<file path="config.mk">
export PLATFORM = sky130hd
export DESIGN_NAME = bouncing_sprite_flat
export DESIGN_NICKNAME = d
export VERILOG_FILES = /design/src/rtl/bouncing_sprite_if.sv /design/src/rtl/bouncing_sprite.sv /design/src/flat_wrapper.sv
export SDC_FILE = /design/constraint.sdc
export NUM_CORES = 1
export LEC_CHECK = 0
export CAP_MARGIN = 5
export CELL_PAD_IN_SITES_DETAIL_PLACEMENT = 0
export CELL_PAD_IN_SITES_GLOBAL_PLACEMENT = 1
export CORE_ASPECT_RATIO = 0.75
export CORE_MARGIN = 4
export CORE_UTILIZATION = 24
export DETAILED_ROUTE_END_ITERATION = 10
export PLACE_DENSITY = 0.46
export SYNTH_ARGS = -nofsm -noshare
export SYNTH_HDL_FRONTEND = slang
export SYNTH_SLANG_ARGS = --single-unit
</file>
<file path="constraint.sdc">
create_clock -name clk -period 4.55 [get_ports clk]
set_input_delay 0.455 -clock clk [delete_from_list [all_inputs] [get_ports clk]]
set_output_delay 0.455 -clock clk [all_outputs]
set_load 0.02 [all_outputs]
</file>
<file path="src/rtl/bouncing_sprite_if.sv">
// Video bundle between the timing generator and the sprite pixel stage.
// Carries sync/counters in and pipeline-aligned sync/RGB out.
interface bouncing_sprite_if;
    logic        hs_in;
    logic        vs_in;
    logic [10:0] x;
    logic [10:0] y;
    logic        hs_out;
    logic        vs_out;
    logic [1:0]  r;
    logic [1:0]  g;
    logic [1:0]  b;

    modport master (
        output hs_in, vs_in, x, y,
        input  hs_out, vs_out, r, g, b
    );

    modport slave (
        input  hs_in, vs_in, x, y,
        output hs_out, vs_out, r, g, b
    );
endinterface

</file>
<file path="src/rtl/bouncing_sprite.sv">
// Bouncing sprite pixel stage: 2-cycle pixel pipeline, motion once per frame.
// Optional background grid enabled by defining BOUNCING_SPRITE_GRID_EN.
module bouncing_sprite #(
    parameter int H_ACTIVE = 800,
    parameter int V_ACTIVE = 600,
    parameter int SPR_W    = 64,
    parameter int SPR_H    = 64,
    parameter int STEP     = 2
) (
    input  logic       clk,
    input  logic       rst_n,
    input  logic       pause,
    output logic [7:0] bounces,
    bouncing_sprite_if.slave vid
);

    localparam logic [11:0] XMAX = 12'(H_ACTIVE - SPR_W);
    localparam logic [11:0] YMAX = 12'(V_ACTIVE - SPR_H);
    localparam logic [11:0] STP  = 12'(STEP);
    localparam logic [11:0] SW   = 12'(SPR_W);
    localparam logic [11:0] SH   = 12'(SPR_H);
    localparam logic [11:0] HA   = 12'(H_ACTIVE);
    localparam logic [11:0] VA   = 12'(V_ACTIVE);

    logic [10:0] pos_x_q, pos_x_d;
    logic [10:0] pos_y_q, pos_y_d;
    logic        dir_x_q, dir_x_d;
    logic        dir_y_q, dir_y_d;
    logic        hit_x, hit_y;
    logic [2:0]  idx_q;
    logic [7:0]  bounces_q;
    logic        vs_prev_q;
    logic        tick;

    logic        act_q, act_d;
    logic        spr_q, spr_d;
    logic        hs1_q, vs1_q;
    logic        grid_q, grid_d;
    logic        hs2_q, vs2_q;
    logic [5:0]  rgb_q, rgb_d;

    // Returns {hit, new_dir, new_pos}; dir 0 = increasing.
    function automatic logic [12:0] move(
        input logic [10:0] p,
        input logic        dir,
        input logic [11:0] lim
    );
        logic [11:0] pw;
        pw = {1'b0, p};
        if (!dir) begin
            if (pw + STP >= lim) move = {1'b1, 1'b1, lim[10:0]};
            else                 move = {1'b0, 1'b0, 11'(pw + STP)};
        end else begin
            if (pw <= STP) move = {1'b1, 1'b0, 11'd0};
            else           move = {1'b0, 1'b1, 11'(pw - STP)};
        end
    endfunction

    assign tick = vid.vs_in & ~vs_prev_q;

    always_comb begin
        {hit_x, dir_x_d, pos_x_d} = move(pos_x_q, dir_x_q, XMAX);
        {hit_y, dir_y_d, pos_y_d} = move(pos_y_q, dir_y_q, YMAX);
    end

    always_ff @(posedge clk) begin
        if (!rst_n) begin
            pos_x_q   <= '0;
            pos_y_q   <= '0;
            dir_x_q   <= 1'b0;
            dir_y_q   <= 1'b0;
            idx_q     <= '0;
            bounces_q <= '0;
            vs_prev_q <= 1'b0;
        end else begin
            vs_prev_q <= vid.vs_in;
            if (tick && !pause) begin
                pos_x_q <= pos_x_d;
                pos_y_q <= pos_y_d;
                dir_x_q <= dir_x_d;
                dir_y_q <= dir_y_d;
                // A corner hit is a single bounce event
                if (hit_x || hit_y) begin
                    idx_q     <= idx_q + 3'd1;
                    bounces_q <= bounces_q + 8'd1;
                end
            end
        end
    end

    always_comb begin
        act_d = ({1'b0, vid.x} < HA) & ({1'b0, vid.y} < VA);
        spr_d = ({1'b0, vid.x} >= {1'b0, pos_x_q})
              & ({1'b0, vid.x} < {1'b0, pos_x_q} + SW)
              & ({1'b0, vid.y} >= {1'b0, pos_y_q})
              & ({1'b0, vid.y} < {1'b0, pos_y_q} + SH);
`ifdef BOUNCING_SPRITE_GRID_EN
        grid_d = (vid.x[4:0] == 5'd0) | (vid.y[4:0] == 5'd0);
`else
        grid_d = 1'b0;
`endif
    end

    always_comb begin
        rgb_d = 6'b000000;
        if (act_q) begin
            if (spr_q) begin
                rgb_d = {idx_q[0], 1'b1, idx_q[1], 1'b1, idx_q[2], 1'b1};
            end else if (grid_q) begin
                rgb_d = 6'b000001;
            end
        end
    end

    always_ff @(posedge clk) begin
        if (!rst_n) begin
            act_q  <= 1'b0;
            spr_q  <= 1'b0;
            grid_q <= 1'b0;
            hs1_q  <= 1'b0;
            vs1_q  <= 1'b0;
            hs2_q  <= 1'b0;
            vs2_q  <= 1'b0;
            rgb_q  <= '0;
        end else begin
            act_q  <= act_d;
            spr_q  <= spr_d;
            grid_q <= grid_d;
            hs1_q  <= vid.hs_in;
            vs1_q  <= vid.vs_in;
            hs2_q  <= hs1_q;
            vs2_q  <= vs1_q;
            rgb_q  <= rgb_d;
        end
    end

    assign vid.hs_out = hs2_q;
    assign vid.vs_out = vs2_q;
    assign vid.r      = rgb_q[5:4];
    assign vid.g      = rgb_q[3:2];
    assign vid.b      = rgb_q[1:0];
    assign bounces    = bounces_q;

endmodule

</file>
<file path="src/flat_wrapper.sv">
// flat-port wrapper written by rule: the top's interface ports become plain ports
module bouncing_sprite_flat 
#(
    parameter int H_ACTIVE = 800,
    parameter int V_ACTIVE = 600,
    parameter int SPR_W    = 64,
    parameter int SPR_H    = 64,
    parameter int STEP     = 2
)
  (clk, rst_n, pause, bounces, vid_hs_in, vid_vs_in, vid_x, vid_y, vid_hs_out, vid_vs_out, vid_r, vid_g, vid_b);
  bouncing_sprite_if vid_i ();
  input  logic clk;
  input  logic rst_n;
  input  logic pause;
  output logic [7:0] bounces;
  input wire logic [$bits(vid_i.hs_in)-1:0] vid_hs_in;
  input wire logic [$bits(vid_i.vs_in)-1:0] vid_vs_in;
  input wire logic [$bits(vid_i.x)-1:0] vid_x;
  input wire logic [$bits(vid_i.y)-1:0] vid_y;
  output wire logic [$bits(vid_i.hs_out)-1:0] vid_hs_out;
  output wire logic [$bits(vid_i.vs_out)-1:0] vid_vs_out;
  output wire logic [$bits(vid_i.r)-1:0] vid_r;
  output wire logic [$bits(vid_i.g)-1:0] vid_g;
  output wire logic [$bits(vid_i.b)-1:0] vid_b;
  assign vid_i.hs_in = vid_hs_in;
  assign vid_i.vs_in = vid_vs_in;
  assign vid_i.x = vid_x;
  assign vid_i.y = vid_y;
  assign vid_hs_out = vid_i.hs_out;
  assign vid_vs_out = vid_i.vs_out;
  assign vid_r = vid_i.r;
  assign vid_g = vid_i.g;
  assign vid_b = vid_i.b;
  bouncing_sprite #(.H_ACTIVE(H_ACTIVE), .V_ACTIVE(V_ACTIVE), .SPR_W(SPR_W), .SPR_H(SPR_H), .STEP(STEP)) u_core (.clk(clk), .rst_n(rst_n), .pause(pause), .bounces(bounces), .vid(vid_i));
endmodule
</file>
==> summary.md, run 1 <==
| Metric | Value |
|---|---|
| Outcome | `finished clean` |
| TritonCTS clock tree | `done` |
| Post-CTS Hold Fix Bufs | `0` |
| Most used DFF post-synth | `dfxtp_1` |
| Worst-skew pair later-pin latency | `a little under 300 ps` |
| Yosys reg bits | `between 40 and 50` |
| Post-DP Area | `approximately 0.0043 sq mm` |
| CTS root buffer | `clkbuf_16` |
| # IOs | `43` |
| Net Sw Frac | `0.2697` |
| Number of global-route vias before repair | `between 3000 and 4000` |
| Leak | `about 1.5 nW` |
| Min-Delay Path Class | `reg2reg` |
| Max_cap viols | `0` |
| Die Ht | `117.1 um` |
| Core area | `0.01537 sq mm` |
| Initial Util | `0.2476` |
| Post-synth EDFFs | `0` |
| Sink Count | `43` |
| First-pass GRT wire length | `between 15000 and 20000 um` |
| Sequential Power Share | `0.376` |
| Worst-Margin Slew | `roughly 1000 ps` |
| CP Launch Type | `flop` |
| Max H-tree Level | `2` |
| Final Util | `0.2926` |
| Die Width | `153.4 um` |
| Asr flop ratio synth | `0` |
| CTS Buffer Depth | `2` |
| Num rows | `39` |
| Req. time, crit path | `4780 ps` |
| Count of final setup violators | `0` |
| Worst EP arrival | `around 3100 ps` |
| Layout cells sized above 1 | `0.07819` |
| Final worst slack | `~1700 ps` |
| Post-DRT Antenna Nets | `0` |
| YS warnings | `0` |
| Largest family of logic cells by synthesized area | `compound AO/OA/AOI/OAI gates` |
| Clock transition at path regs | `~60 ps` |
| Synth Area in Simple Gates | `0.2321` |
| Post-DP HPWL | `8564 um` |
| Commonest cells in the netlist | `dfxtp_1 (43), ha_1 (42), nand2_1 (38)` |
| Final clock skew | `just over 6 ps` |
| Final #Nets | `~550` |
| Non-Filler Instances | `slightly below 700` |
| Synth area leader | `dfxtp_1` |
| Final worst path period share | `0.6284` |
| Hold Slack | `432.9 ps` |
| DIE AREA | `0.01796 sq mm` |
| Synthesized cell area | `around 0.0038 sq mm` |
| Clk network pwr share | `0.444` |
| Post-synth cell types | `66` |
| Post-synthesis instance total | `around 470` |
| Initial antenna violation count | `0` |
| Vias per cell | `slightly above 5` |
| Synth Area in Adders | `0.1381` |
| Critical path class | `reg2reg` |
| RSZ-0062 raised after global routing | `no` |
| Worst vdd ir | `between 100 and 150 uV` |
| Placement Setup Slack | `1690 ps` |
| Post-Synth XOR/XNOR Area | `0.04109` |
| Total grt overflow | `0` |
| Top-count cell post-synth | `dfxtp_1` |
| Post-synth net total | `535` |
| Relative slew slack | `0.3213` |
| Total Routing Usage GR | `0.1286` |
| Via count | `approximately 3500` |
| Port bufs | `between 40 and 50` |
| Initial DRC count | `305` |
| Mux contribution to synthesized area | `0.03452` |
| Compound-gate portion of the synthesized area | `0.2502` |
| Min Tclk post-route | `roughly 2900 ps` |
| Postcts setup bufs | `0` |
| R2R setup slack | `1690 ps` |
| Total Wirelength | `between 10000 and 15000 um` |
| Sequential fraction of the synthesis area | `0.2262` |
| Finished Cell Area | `between 0.004 and 0.005 sq mm` |
| Combinational cell fraction of total power | `0.180` |
| Synth area leaders | `dfxtp_1 (23%), ha_1 (14%), a21oi_1 (3.9%), nand2_1 (3.7%), xnor2_1 (3.7%)` |
| Slew Viols, Final | `0` |
| Final Hold Viols | `0` |
| Synth Area per Inst | `8.168 sq um` |
| Inst Count DP | `roughly 700` |
| DR WL/cell | `roughly 16 um` |
| Pwr Total | `~1.1 mW` |
| Area Overhead vs Synth | `18.15%` |
| CTS resizes | `0` |
| Placer Congestion | `a little under 0.8` |
| Cell Pwr Density | `roughly 240 mW/mm^2` |
| Largest net degree at the start of global routing | `29` |
| Diode count | `0` |
| Synth top area share | `0.2262` |
| Total CTS buffers | `5` |
| # DRC | `0` |
| Fmax | `0.3497 GHz` |
| Int Pwr | `786.7 uW` |
| # fillers | `roughly 1700` |
| Pre-antenna DRT Iters | `5` |
| Crit-path max FO | `14` |
| Crit path capture type | `flop` |
| Sw Pwr | `roughly 290 uW` |
| Setup TNS | `0 ps` |
-- worst paths after layout --
kind                     startpoint  depth (start not counted)                 to
hold / removal         u_core.hs1_q                          1  u_core.vid.hs_out
setup reg to reg  u_core.pos_x_q[6]                          8  u_core.bounces[4]
hold reg to reg        u_core.hs1_q                          1  u_core.vid.hs_out
setup / recovery  u_core.pos_x_q[6]                          8  u_core.bounces[4]
-- layout by cell type (no fill, tap or decap), types with 5 or more instances in the layout --
cell	netlist	routed
a211oi_1	5	5
a211oi_2	5	5
a21oi_1	30	30
a31oi_1	8	8
and2_1	10	10
clkbuf_16	0	5
clkdlybuf4s50_1	0	41
dfxtp_1	43	43
ha_1	42	42
inv_1	30	30
mux2i_1	12	12
nand2_1	38	38
nand2b_1	11	11
nand3_1	21	21
nand4_1	8	8
nor2_1	23	23
nor3_1	17	17
o21a_1	10	10
o21ai_0	26	26
xnor2_1	16	16
-- state kept, by name (all words and copies together), names as in the netlist, 3 cells and up --
name and cells:
u_core.bounces 8, u_core.idx_q 3, u_core.pos_x_q 10, u_core.pos_y_q 10, u_core.rgb_q 4
-- critical path: stages, from the launching register on --
cell      delay, ps
dfxtp_1         660
ha_1            370
nand3_1         200
nor3_2          220
nor3_1          130
o31ai_4         500
nand2_4         220
a211oi_2        280
mux2i_1         200
-- power by group through the flow --
stage / Clock [mW] / Sequential [mW] / Combinational, mW
2_1_floorplan: 0 / 0.400 / 0.141
3_3_place_gp: 0 / 0.413 / 0.194
3_5_place_dp: 0 / 0.413 / 0.196
4_1_cts: 0.497 / 0.404 / 0.197
5_1_grt: 0.509 / 0.407 / 0.221
6_report: 0.478 / 0.405 / 0.194
-- cells by family (layout without fill, tap and decap cells) --
kind of cell    Yosys count  after routing
simple gates            159            159
buf+inv                  62             82
mux                      13             13
flops                    43             43
compound gates          130            130
xor+xnor                 17             17
fa+ha+maj                42             42
-- metal layers --
layer  share of wire  GRT usage  routed length (um)  up-vias
li1                -          -                   -     1746
met2            0.38     0.1760                4336       78
met1            0.56     0.2066                6409     1661
met4          0.0083    0.02765                  94        0
met5               0          0                   0        -
met3           0.046    0.02168                 523        7
-- area by class of cell --
class                   instances  area [sq um]  share of cell area
clock inverters                 2         60.06             0.01336
clock buffers                   6         128.9             0.02866
multi-input cells             361          2649              0.5890
well taps                     205         256.5             0.05704
inverters                      31         116.4             0.02588
repair buffers                 43         425.4             0.09460
flip-flops and latches         43         860.8              0.1914
Power figures use the tool's default switching activity.
==> inputs of run 2 (changes only) <==
clock period = 2.8 ns   (was 4.55 ns; I/O delays follow)
==> run 2 against run 1 <==
Compared with the run above:
- register-to-register slack worse by 1300 ps
- die area unchanged
- critical path depth unchanged
- global-route usage up 0.058 points
- critical endpoint unchanged
- worst setup slack worse by 1300 ps
- wire length up 0.59%
- count of clock-buffer cells in the layout down 1
- final cell count up 2.9%
==> summary.md, run 2 (synthesis results as in run 1) <==
| Metric | Value |
|---|---|
| Total grt overflow | `0 (unchanged)` |
| Post-DP HPWL | `8845 um (was 8564 um)` |
| Placement Setup Slack | `281.5 ps (was 1690 ps)` |
| Int Pwr | `1.112 mW (was 786.7 uW)` |
| Worst R2R Start | `u_core.pos_y_q[7] (was u_core.pos_x_q[6])` |
| Number of global-route vias before repair | `3299 (was 3355)` |
| # DRC | `0 (unchanged)` |
| Sw Pwr | `489.1 uW (was 290.5 uW)` |
| Min Tclk post-route | `2458 ps (was 2859 ps)` |
| Post-CTS Hold Fix Bufs | `0 (unchanged)` |
| Sink Count | `43 (unchanged)` |
| Critical path class | `reg2reg (unchanged)` |
| Worst-skew pair later-pin latency | `290 ps (about the same)` |
| First-pass GRT wire length | `18550 um (was 18590 um)` |
| DIE AREA | `0.01796 sq mm (unchanged)` |
| Hold endpoint | `u_core.vid.hs_out (unchanged)` |
| Via count | `3530 (was 3492)` |
| Most frequent cells in the layout | `dfxtp_1 (43), ha_1 (42), clkdlybuf4s50_1 (41) (unchanged)` |
| Total Routing Usage GR | `0.1292 (was 0.1286)` |
| R2R setup slack | `340 ps (was 1690 ps)` |
| Crit-path cells | `ha_1 > xnor2_1 > nand2_1 > o21ai_2 > a41oi_4 > o21ai_4 > a211oi_2 > mux2i_1 (was ha_1 > nand3_1 > nor3_2 > nor3_1 > o31ai_4 > nand2_4 > a211oi_2 > mux2i_1)` |
| Pwr Total | `1.601 mW (was 1.077 mW)` |
| Initial Util | `0.2476 (unchanged)` |
| Outcome | `finished clean (unchanged)` |
| CTS resizes | `0 (unchanged)` |
| RSZ-0062 raised after global routing | `no (unchanged)` |
| Final Hold Viols | `0 (unchanged)` |
| Critical path's top delay family | `compound AO/OA/AOI/OAI gates (unchanged)` |
| Max H-tree Level | `2 (unchanged)` |
| Final #Nets | `574 (was 554)` |
| # IOs | `43 (unchanged)` |
| Postcts setup bufs | `0 (unchanged)` |
| Worst-Margin Slew | `698.4 ps (was 1018 ps)` |
| CTS Buffer Depth | `2 (unchanged)` |
| Largest stage delay, worst path | `550 ps (was 660 ps)` |
| Clk network pwr share | `0.384 (was 0.444)` |
| Largest net degree at the start of global routing | `30 (was 29)` |
| Min-Delay Path Class | `reg2reg (unchanged)` |
| Vias per cell | `4.965 (was 5.054)` |
| Diode count | `0 (unchanged)` |
| CTS root buffer | `clkbuf_16 (unchanged)` |
| Final Util | `0.2998 (was 0.2926)` |
| Hold path depth | `1 (unchanged)` |
| Slew Viols, Final | `0 (unchanged)` |
| Pre-antenna DRT Iters | `5 (unchanged)` |
| TritonCTS clock tree | `done (unchanged)` |
| Reg2Reg Capture Point | `u_core.bounces[4] (unchanged)` |
| Most common cell after layout, fill and taps aside | `dfxtp_1 (unchanged)` |
| Die Ht | `117.1 um (unchanged)` |
| # fillers | `1662 (was 1658)` |
| Inst Count DP | `703 (was 683)` |
| Final worst slack | `342.3 ps (was 1691 ps)` |
| Hold path start | `u_core.hs1_q (unchanged)` |
| DR WL/cell | `16.08 um (was 16.45 um)` |
| Final clock skew | `4.438 ps (was 6.048 ps)` |
| Relative slew slack | `0.5339 (was 0.3213)` |
| Worst R2R Path Depth | `8 (unchanged)` |
| Initial antenna violation count | `0 (unchanged)` |
| Worst EP arrival | `2630 ps (was 3080 ps)` |
| Total CTS buffers | `5 (unchanged)` |
| Sequential Power Share | `0.405 (was 0.376)` |
| Leak | `1.555 nW (was 1.473 nW)` |
| Total Wirelength | `11430 um (was 11360 um)` |
| Num rows | `39 (unchanged)` |
| Core area | `0.01537 sq mm (unchanged)` |
| Worst vdd ir | `190.4 uV (was 120.5 uV)` |
| Layout cells sized above 1 | `0.1166 (was 0.07819)` |
| CP max stage cell | `dfxtp_1 (unchanged)` |
| Req. time, crit path | `2980 ps (was 4780 ps)` |
| Count of final setup violators | `0 (unchanged)` |
| Fmax | `0.4069 GHz (was 0.3497 GHz)` |
| Clock transition at path regs | `70 ps (was 60 ps)` |
| Crit path capture type | `flop (unchanged)` |
| Crit-path max FO | `10 (was 14)` |
| WP depth | `8 (unchanged)` |
| Area Overhead vs Synth | `21.07% (was 18.15%)` |
| Post-DRT Antenna Nets | `0 (unchanged)` |
| Max_cap viols | `0 (unchanged)` |
| Non-Filler Instances | `711 (was 691)` |
| Port bufs | `41 (unchanged)` |
| Combinational cell fraction of total power | `0.211 (was 0.180)` |
| Initial DRC count | `213 (was 305)` |
| Net Sw Frac | `0.3055 (was 0.2697)` |
| Cell Pwr Density | `347.4 mW/mm^2 (was 239.6 mW/mm^2)` |
| Bufs and invs on worst path | `0 (unchanged)` |
| CP Launch Type | `flop (unchanged)` |
| Setup TNS | `0 ps (unchanged)` |
| Placer Congestion | `0.7708 (was 0.7721)` |
| Final worst path period share | `0.8778 (was 0.6284)` |
| Die Width | `153.4 um (unchanged)` |
## run 2: power by group through the flow
stage                     combinational, mW  sequential [mW]  clock (mW)
final                                 0.338            0.648       0.615
after global routing                  0.382            0.651       0.668
after global placement                0.339            0.662           0
after detailed placement              0.340            0.662           0
after CTS                             0.342            0.648       0.639
after floorplan                       0.229            0.651           0
## run 2: routing by layer
layer  global-route usage  vias up  wire [um]
met5                    0        -          0
met4              0.02647        0         80
met3              0.02205        5        463
met2               0.1754       72       4355
met1               0.2088     1667       6532
li1                     -     1786          -
## run 2: worst reg2reg max path, stage by stage, from the launching register on
cell	delay [ps]
dfxtp_1	550
ha_1	350
xnor2_1	260
nand2_1	120
o21ai_2	210
a41oi_4	200
o21ai_4	370
a211oi_2	140
mux2i_1	130
## run 2: worst max path at each step
stage,startpoint,endpoint,slack (ps)
2_1_floorplan,u_core.pos_y_q[1],u_core.bounces[3],530
3_3_place_gp,vid_x[1],u_core.spr_q,320
3_5_place_dp,vid_x[1],u_core.spr_q,280
4_1_cts,u_core.pos_x_q[1],u_core.spr_q,340
5_1_grt,u_core.pos_x_q[3],u_core.spr_q,100
6_report,u_core.pos_y_q[7],u_core.bounces[4],340
## run 2: final cells by class
cell class / instances / area [sq um] / share of cell area
Tap cell: 205 / 256.5 / 0.05566
Clock buffer: 5 / 125.1 / 0.02715
Multi-Input combinational cell: 361 / 2649 / 0.5748
Timing Repair Buffer: 63 / 575.6 / 0.1249
Inverter: 31 / 116.4 / 0.02525
Sequential cell: 43 / 860.8 / 0.1868
Clock inverter: 3 / 25.02 / 0.005430
## run 2: stage by stage
| stage | area (sq um) | hold WS, ps |
|---|---|---|
| 2_1_floorplan | 3806 | 368.6 |
| 6_report | 4608 | 435.5 |
| 5_1_grt | 4608 | 451.7 |
| 3_5_place_dp | 4458 | 424.2 |
| 3_3_place_gp | 4458 | 423.1 |
| 4_1_cts | 4608 | 440.6 |
==> inputs of run 3 (changes only) <==
ABC_CLOCK_PERIOD_IN_PS = 2800   (was not set)
GPL_TIMING_DRIVEN = 0   (was not set)
SLEW_MARGIN = 20   (was not set)
==> run 3 against run 2 <==
Compared with the run above:
- critical path depth stayed put
- wire length is 10% higher
- sequential cell count stayed put
- utilization hardly changed
- sequential power is 1% lower
- power is 0.43% higher
- clock skew is 1.7 ps higher
- die area stayed put
- register-to-register slack worse by 140 ps
- worst setup slack worse by 140 ps
==> summary.md, run 3 (synthesis results as in run 1) <==
| Metric | Value |
|---|---|
| Relative slew slack | `0.5083 (was 0.5339)` |
| CP Launch Type | `flop (unchanged)` |
| Total Wirelength | `12590 um (was 11430 um)` |
| First-pass GRT wire length | `20130 um (was 18550 um)` |
| Setup TNS | `0 ps (unchanged)` |
| Post-DP HPWL | `9637 um (was 8845 um)` |
| Max_cap viols | `0 (unchanged)` |
| RSZ-0062 raised after global routing | `no (unchanged)` |
| Crit path capture type | `flop (unchanged)` |
| Final Util | `0.3001 (was 0.2998)` |
| Worst vdd ir | `207.0 uV (was 190.4 uV)` |
| Vias per cell | `5.004 (was 4.965)` |
| Initial Util | `0.2476 (unchanged)` |
| Pre-antenna DRT Iters | `6 (was 5)` |
| Final worst slack | `198.3 ps (was 342.3 ps)` |
| Worst-Margin Slew | `737.5 ps (was 698.4 ps)` |
| Slew Viols, Final | `0 (unchanged)` |
| Post-DP Area | `0.004463 sq mm (was 0.004458 sq mm)` |
| Port bufs | `40 (was 41)` |
| Most frequent cells in the layout | `ha_1 (42), dfxtp_1 (42), clkdlybuf4s50_1 (40) (was dfxtp_1 (43), ha_1 (42), clkdlybuf4s50_1 (41))` |
| Final #Nets | `583 (was 574)` |
| Max H-tree Level | `2 (unchanged)` |
| Final Hold Viols | `0 (unchanged)` |
| Crit-path max FO | `7 (was 10)` |
| Placement Setup Slack | `141.0 ps (was 281.5 ps)` |
| Area Overhead vs Synth | `21.20% (was 21.07%)` |
| Critical path class | `reg2reg (unchanged)` |
| Post-CTS Hold Fix Bufs | `0 (unchanged)` |
| Worst-skew pair later-pin latency | `300 ps (was 290 ps)` |
| Final worst path period share | `0.9292 (was 0.8778)` |
| Largest net degree at the start of global routing | `14 (was 30)` |
| Finished Cell Area | `0.004613 sq mm (was 0.004608 sq mm)` |
| CTS Buffer Depth | `2 (unchanged)` |
| Total grt overflow | `0 (unchanged)` |
| Outcome | `finished clean (unchanged)` |
| Clock transition at path regs | `70 ps (about the same)` |
| Via count | `3603 (was 3530)` |
| DIE AREA | `0.01796 sq mm (unchanged)` |
| Num rows | `39 (unchanged)` |
| # IOs | `43 (unchanged)` |
| Pwr Total | `1.608 mW (was 1.601 mW)` |
| Placer Congestion | `0.8176 (was 0.7708)` |
| TritonCTS clock tree | `done (unchanged)` |
| CTS root buffer | `clkbuf_16 (unchanged)` |
| Min-Delay Path Class | `reg2reg (unchanged)` |
| Die Width | `153.4 um (unchanged)` |
| Sink Count | `43 (unchanged)` |
| Worst EP arrival | `2830 ps (was 2630 ps)` |
| Diode count | `0 (unchanged)` |
| Core area | `0.01537 sq mm (unchanged)` |
| Total Routing Usage GR | `0.1435 (was 0.1292)` |
| Min Tclk post-route | `2602 ps (was 2458 ps)` |
| Post-DRT Antenna Nets | `0 (unchanged)` |
| Initial antenna violation count | `0 (unchanged)` |
| Count of final setup violators | `0 (unchanged)` |
| Initial DRC count | `264 (was 213)` |
| Layout cells sized above 1 | `0.1146 (was 0.1166)` |
| R2R setup slack | `200 ps (was 340 ps)` |
| Leak | `1.559 nW (was 1.555 nW)` |
| DR WL/cell | `17.48 um (was 16.08 um)` |
| Cell Pwr Density | `348.5 mW/mm^2 (was 347.4 mW/mm^2)` |
| Die Ht | `117.1 um (unchanged)` |
| # fillers | `1682 (was 1662)` |
| Total CTS buffers | `5 (unchanged)` |
| Req. time, crit path | `3030 ps (was 2980 ps)` |
| Fmax | `0.3844 GHz (was 0.4069 GHz)` |
| Number of global-route vias before repair | `3465 (was 3299)` |
| # DRC | `0 (unchanged)` |
| Final clock skew | `6.173 ps (was 4.438 ps)` |
-- run 3: final timing paths --
check,start,end,depth (start not counted)
worst max-delay path,u_core.pos_y_q[2],u_core.bounces[4],8
worst min-delay path,u_core.hs1_q,u_core.vid.hs_out,1
worst max register to register,u_core.pos_y_q[2],u_core.bounces[4],8
worst min register to register,u_core.hs1_q,u_core.vid.hs_out,1
-- run 3: routing by layer --
layer | GRT usage | routed length, um | part of all wire
met5 | 0 | 0 | 0
met4 | 0.04059 | 188 | 0.015
met3 | 0.02279 | 612 | 0.049
met2 | 0.1924 | 4640 | 0.37
met1 | 0.2305 | 7148 | 0.57
-- run 3: timing repair --
action,CTS,global route
buffers inserted,0,1
endpoints found under the setup margin,0,5
gates resized for setup,0,1
-- run 3: critical path, stage by stage (launching register included) --
cell,delay [ps]
dfxtp_1,460
ha_1,300
nand4_2,180
or3_4,380
xnor2_2,180
a41oi_4,350
o21ai_4,170
a211oi_2,300
mux2i_1,200
-- run 3: power breakdown --
part / switching, mW / internal (mW) / total, mW
Sequential: 0.0127 / 0.626 / 0.639
Combinational: 0.208 / 0.149 / 0.357
Clock: 0.282 / 0.331 / 0.612
-- run 3: layout make-up --
cell class	instances	area, sq um	share of cell area
Inverter	31	116.4	0.02522
Timing Repair Buffer	41	407.9	0.08842
Buffer	31	180.2	0.03906
Tap cell	205	256.5	0.05560
Clock buffer	6	128.9	0.02794
Clock inverter	2	12.51	0.002712
Multi-Input combinational cell	361	2649	0.5742
Sequential cell	43	862.1	0.1869
-- run 3: metrics by stage --
stage               hold WS [ps]  cells
floorplan                  368.6    466
global placement           423.7    711
detailed placement         439.4    711
CTS                        461.8    719
global route               471.8    720
finish                     455.7    720
==> patch 1: new RTL, flow settings as in run 2 <==
Build with the macro `BOUNCING_SPRITE_GRID_EN` defined.
--- a/src/rtl/bouncing_sprite.sv
+++ b/src/rtl/bouncing_sprite.sv
@@ -2,2 +2,4 @@
 // Optional background grid enabled by defining BOUNCING_SPRITE_GRID_EN.
+`define BOUNCING_SPRITE_GRID_EN
+
 module bouncing_sprite #(
Formal check against the unedited RTL: not equivalent (Yosys sat finds a counterexample within 4 cycles, from zero or initial values and one cycle with rst_n low).
==> patch 1 against run 2 <==
Clock power up 2%; wire length up 7.7%; via count grew 0.79%; area after synthesis shrank 2.4%; total power rose by 2.7%; setup slack worse by 0.18 ns; cell area up 1.5%; sequential share of layout area is 0.60 points higher; sequential cell count increased by 2; clock skew decreased by 0.0019 ns; fmax fell by 6.8%; critical path depth is 1 higher; non-clock buffer count is 15 higher; critical path type unchanged; critical endpoint is now u_core.spr_q; largest cell class unchanged.
==> patch 1: results (changes against run 2) <==
Mean Syn Cell Area=8.15 µm² (was 8.17 µm²); WHS=0.435 ns (about the same); M3 GR Usage=0.0258 (was 0.0221); mean routed wirelength per cell=17.1 µm (was 16.1 µm); sequential fraction of the synthesis area=0.243 (was 0.226); met3 WL=591 µm (was 463 µm); Initial DRT Pass Iterations=4 (was 5); cell area after layout=4680 µm² (was 4610 µm²); First DRT Iteration DRCs=229 (was 213); Non-clock buffers, area share=0.148 (was 0.125); multi-input combinational area share=0.553 (was 0.575); most frequent cells after synthesis=dfxtp_1 (45), ha_1 (42), nand2_1 (32), nor2_1 (30), o21ai_0 (27) (was dfxtp_1 (43), ha_1 (42), nand2_1 (38), a21oi_1 (30), inv_1 (30)); Placed Area=4520 µm² (was 4460 µm²); CP max stage delay=0.35 ns (was 0.55 ns); hpwl dp=9400 µm (was 8840 µm); first-pass GRT wire length=19600 µm (was 18600 µm); Core Util, Final=0.307 (was 0.300); met2 usage=0.206 (was 0.175); RD Place Congestion=0.844 (was 0.771); leakage power=0.00169 µW (was 0.00156 µW); # nets final=581 (was 574); Max Root-Sink Buffers=2 (unchanged); fillers=1641 (was 1662); register area=902 µm² (was 861 µm²); met2 wire length=4810 µm (was 4360 µm); status=finished clean (unchanged); GRT Util Overall=0.146 (was 0.129); critical path arrival=2.85 ns (was 2.63 ns); FF-to-FF setup slack=0.16 ns (was 0.34 ns); CTS Sinks=45 (was 43); Setup Skew=0.00255 ns (was 0.00444 ns); vias in the first global route=3418 (was 3299); actual slew at the worst max-slew pin=0.616 ns (was 0.698 ns); largest net degree at the start of global routing=47 (was 30); met1 usage=0.227 (was 0.209); Port Buffers=42 (was 41); Post-Route M1 WL=6760 µm (was 6530 µm); Non-clk bufs=78 (was 63); Clk Latency, worst-skew pair=0.30 ns; share of post-route cells with drive strength above 1=0.119 (was 0.117); clk tree area frac=0.0313 (was 0.0326); Via Count=3558 (was 3530); Worst IR Drop VDD=0.182 mV (was 0.190 mV); syn nets=525 (was 535); critical path peak fanout=3 (was 10); placed cells=710 (was 703); library cells used by synthesis=67 (was 66); DRT Wirelength=12300 µm (was 11400 µm)
patch 1: final timing paths:
kind                     startpoint                end  depth (start not counted)
setup reg to reg  u_core.pos_x_q[6]       u_core.spr_q                          9
hold reg to reg        u_core.hs1_q  u_core.vid.hs_out                          1
setup / recovery  u_core.pos_x_q[6]       u_core.spr_q                          9
hold / removal         u_core.hs1_q  u_core.vid.hs_out                          1
patch 1: report_power, final:
group	switching (µW)	internal, µW
Clock	293	333
Sequential	13.9	653
Combinational	189	162
Total	496	1150
patch 1: cells by family after synthesis:
logic type,Yosys count,synth area share
adders and majority gates,42,0.141
buffers and inverters,55,0.0650
and+or+nand+nor,155,0.223
xor gates and xnor gates,19,0.0468
muxes,4,0.0111
DFF,45,0.243
AOI/OAI and AO/OA,136,0.270
patch 1: metrics by stage:
step | total power, µW | setup slack, ns
3_5_place_dp | 1030 | 0.123
5_1_grt | 1740 | 0.0187
3_3_place_gp | 1030 | 0.154
4_1_cts | 1680 | 0.0990
2_1_floorplan | 892 | 0.283
6_report | 1640 | 0.163
==> patch 2: new RTL, flow settings as in run 2 <==
Made on the original files. Take the reset off `rgb_q` and load it in a clocked block of its own.
--- a/src/rtl/bouncing_sprite.sv
+++ b/src/rtl/bouncing_sprite.sv
@@ -123,3 +123,2 @@
             vs2_q  <= 1'b0;
-            rgb_q  <= '0;
         end else begin
@@ -132,4 +131,7 @@
             vs2_q  <= vs1_q;
-            rgb_q  <= rgb_d;
         end
+    end
+
+    always_ff @(posedge clk) begin
+        rgb_q <= rgb_d;
     end
Behaviour: differs if rst_n is asserted again (counterexample within 4 cycles, from zero or initial values and one cycle with rst_n low); with rst_n held inactive, the same outputs for 10 cycles.
==> patch 2 against run 2 <==
Area after synthesis is 4.0% lower; cell area up 2.7%; final cell count increased by 1.7%; setup slack worse by 0.22 ns; total power decreased by 3.0%; sequential share of layout area down 0.42 points; wire length grew 0.60%; sequential cell count unchanged.
==> patch 2: results (changes against run 2) <==
First DRT Iteration DRCs=199 (was 213); prevailing post-synth register cell=dfxtp_1 (unchanged); initial antenna violation count=0 (unchanged); Post-synth ARST share=0 (unchanged); actual slew at the worst max-slew pin=0.465 ns (was 0.698 ns); Psw=439 µW (was 489 µW); Synth Area in Compound Gates=0.292 (was 0.250); Post-Synth XOR/XNOR Area=0.0264 (was 0.0411); Port Buffers=41 (unchanged); critical path peak fanout=20 (was 10); leakage power=0.00173 µW (was 0.00156 µW); Worst IR Drop VDD=0.206 mV (was 0.190 mV); slowest cell on the critical path=or4_1 (was dfxtp_1); Initial DRT Pass Iterations=4 (was 5); fillers=1573 (was 1662); Adder-Cell Fraction of Synth Area=0.144 (was 0.138); largest net degree at the start of global routing=47 (was 30); Post-CTS Setup Repair Bufs=0 (unchanged); synth top area cells=dfxtp_1 (24%), ha_1 (14%), o21ai_0 (4.8%) (was dfxtp_1 (23%), ha_1 (14%), a21oi_1 (3.9%)); share of post-route cells with drive strength above 1=0.168 (was 0.117); CP max stage delay=0.49 ns (was 0.55 ns); Setup Skew=0.00780 ns (was 0.00444 ns); sequential fraction of the synthesis area=0.236 (was 0.226); most frequent cells after synthesis=dfxtp_1 (43), ha_1 (42), o21ai_0 (35), nand2_1 (30), nor2_1 (29) (was dfxtp_1 (43), ha_1 (42), nand2_1 (38), a21oi_1 (30), inv_1 (30)); first-pass GRT wire length=18800 µm (was 18600 µm); critical path arrival=2.90 ns (was 2.63 ns); H-tree Lvls=2 (unchanged); syn nets=528 (was 535); Worst-path clk slew=0.07 ns (about the same); library cells used by synthesis=72 (was 66); total CTS buffers=5 (unchanged); GRT Util Overall=0.136 (was 0.129); Via density=5.05 (was 4.96); hpwl dp=8760 µm (was 8840 µm); DRT Wirelength=11500 µm (was 11400 µm); # nets final=591 (was 574); Clk Latency, worst-skew pair=0.29 ns (about the same); RD Place Congestion=0.832 (was 0.771); vias in the first global route=3546 (was 3299); status=finished clean (unchanged); min-delay worst type=register to register (unchanged); Max Root-Sink Buffers=2 (unchanged); mux contribution to synthesized area=0 (was 0.0345); pre-CTS setup slack=0.0559 ns (was 0.282 ns); delay-heaviest family, CP=simple AND/OR/NAND/NOR gates (was compound AO/OA/AOI/OAI gates)
patch 2: cell count changes after synthesis, moves of 6 or more:
cell / run 2 / this run
clkbuf_1: 10 / 17
nor2_1: 23 / 29
inv_1: 30 / 24
and3_1: 2 / 9
mux2i_1: 12 / 0
xnor2_1: 16 / 9
nand2b_1: 11 / 2
buf_4: 10 / 4
a21oi_1: 30 / 18
nand2_1: 38 / 30
o21ai_0: 26 / 35
patch 2: cells by family after synthesis:
group                    count (synthesis)
XOR/XNOR                                11
adder cells (fa/ha/maj)                 42
buffers and inverters                   56
flip-flops                              43
AO/OA/AOI/OAI                          147
AND/OR/NAND/NOR                        160
patch 2: layer usage:
layer / wire length [µm] / part of all wire / vias to the layer above / global-route usage
met1: 6560 / 0.57 / 1706 / 0.223
met5: 0 / 0 / - / 0
met2: 4220 / 0.37 / 97 / 0.183
met3: 659 / 0.057 / 4 / 0.0229
met4: 61 / 0.0053 / 0 / 0.0238
li1: - / - / 1844 / -
patch 2: layout make-up:
| cell class | count | area share |
|---|---|---|
| Multi-Input combinational cell | 360 | 0.550 |
| Clock buffer | 6 | 0.0293 |
| Tap cell | 200 | 0.0529 |
| Inverter | 26 | 0.0206 |
| Sequential cell | 43 | 0.183 |
| Timing Repair Buffer | 86 | 0.161 |
| Clock inverter | 2 | 0.00344 |
patch 2: worst paths after layout:
check | endpoint | start | slack [ns] | cells past startpoint
setup / recovery | u_core.bounces[7] | u_core.pos_x_q[1] | 0.12 | 9
hold / removal | u_core.vid.hs_out | u_core.hs1_q | 0.43 | 1
setup reg to reg | u_core.bounces[7] | u_core.pos_x_q[1] | 0.12 | 9
hold reg to reg | u_core.vid.hs_out | u_core.hs1_q | 0.43 | 1
patch 2: power by group through the flow:
stage          Clock [µW]  Combinational (µW)  Sequential (µW)
6_report              630                 286              638
5_1_grt               680                 323              639
4_1_cts               657                 287              637
3_3_place_gp            0                 285              651
2_1_floorplan           0                 162              649
3_5_place_dp            0                 284              651
patch 2: stage by stage:
| step | instance area (µm²) | hold slack [ns] | instances | setup TNS [ns] |
|---|---|---|---|---|
| after detailed placement | 4500 | 0.417 | 713 | 0 |
| after global routing | 4730 | 0.457 | 723 | -0.0341 |
| after floorplan | 3650 | 0.369 | 459 | 0 |
| after CTS | 4650 | 0.434 | 721 | 0 |
| after global placement | 4500 | 0.421 | 713 | 0 |
| final | 4730 | 0.433 | 723 | 0 |
patch 2: worst reg2reg max path, stage by stage (launching register included):
cell and delay, ns:
dfxtp_2 0.35, ha_1 0.23, or3b_1 0.39, nor3_2 0.15
o31ai_2 0.12, a2111oi_4 0.42, o41ai_4 0.15, buf_12 0.18
or4_1 0.50, a21boi_1 0.14
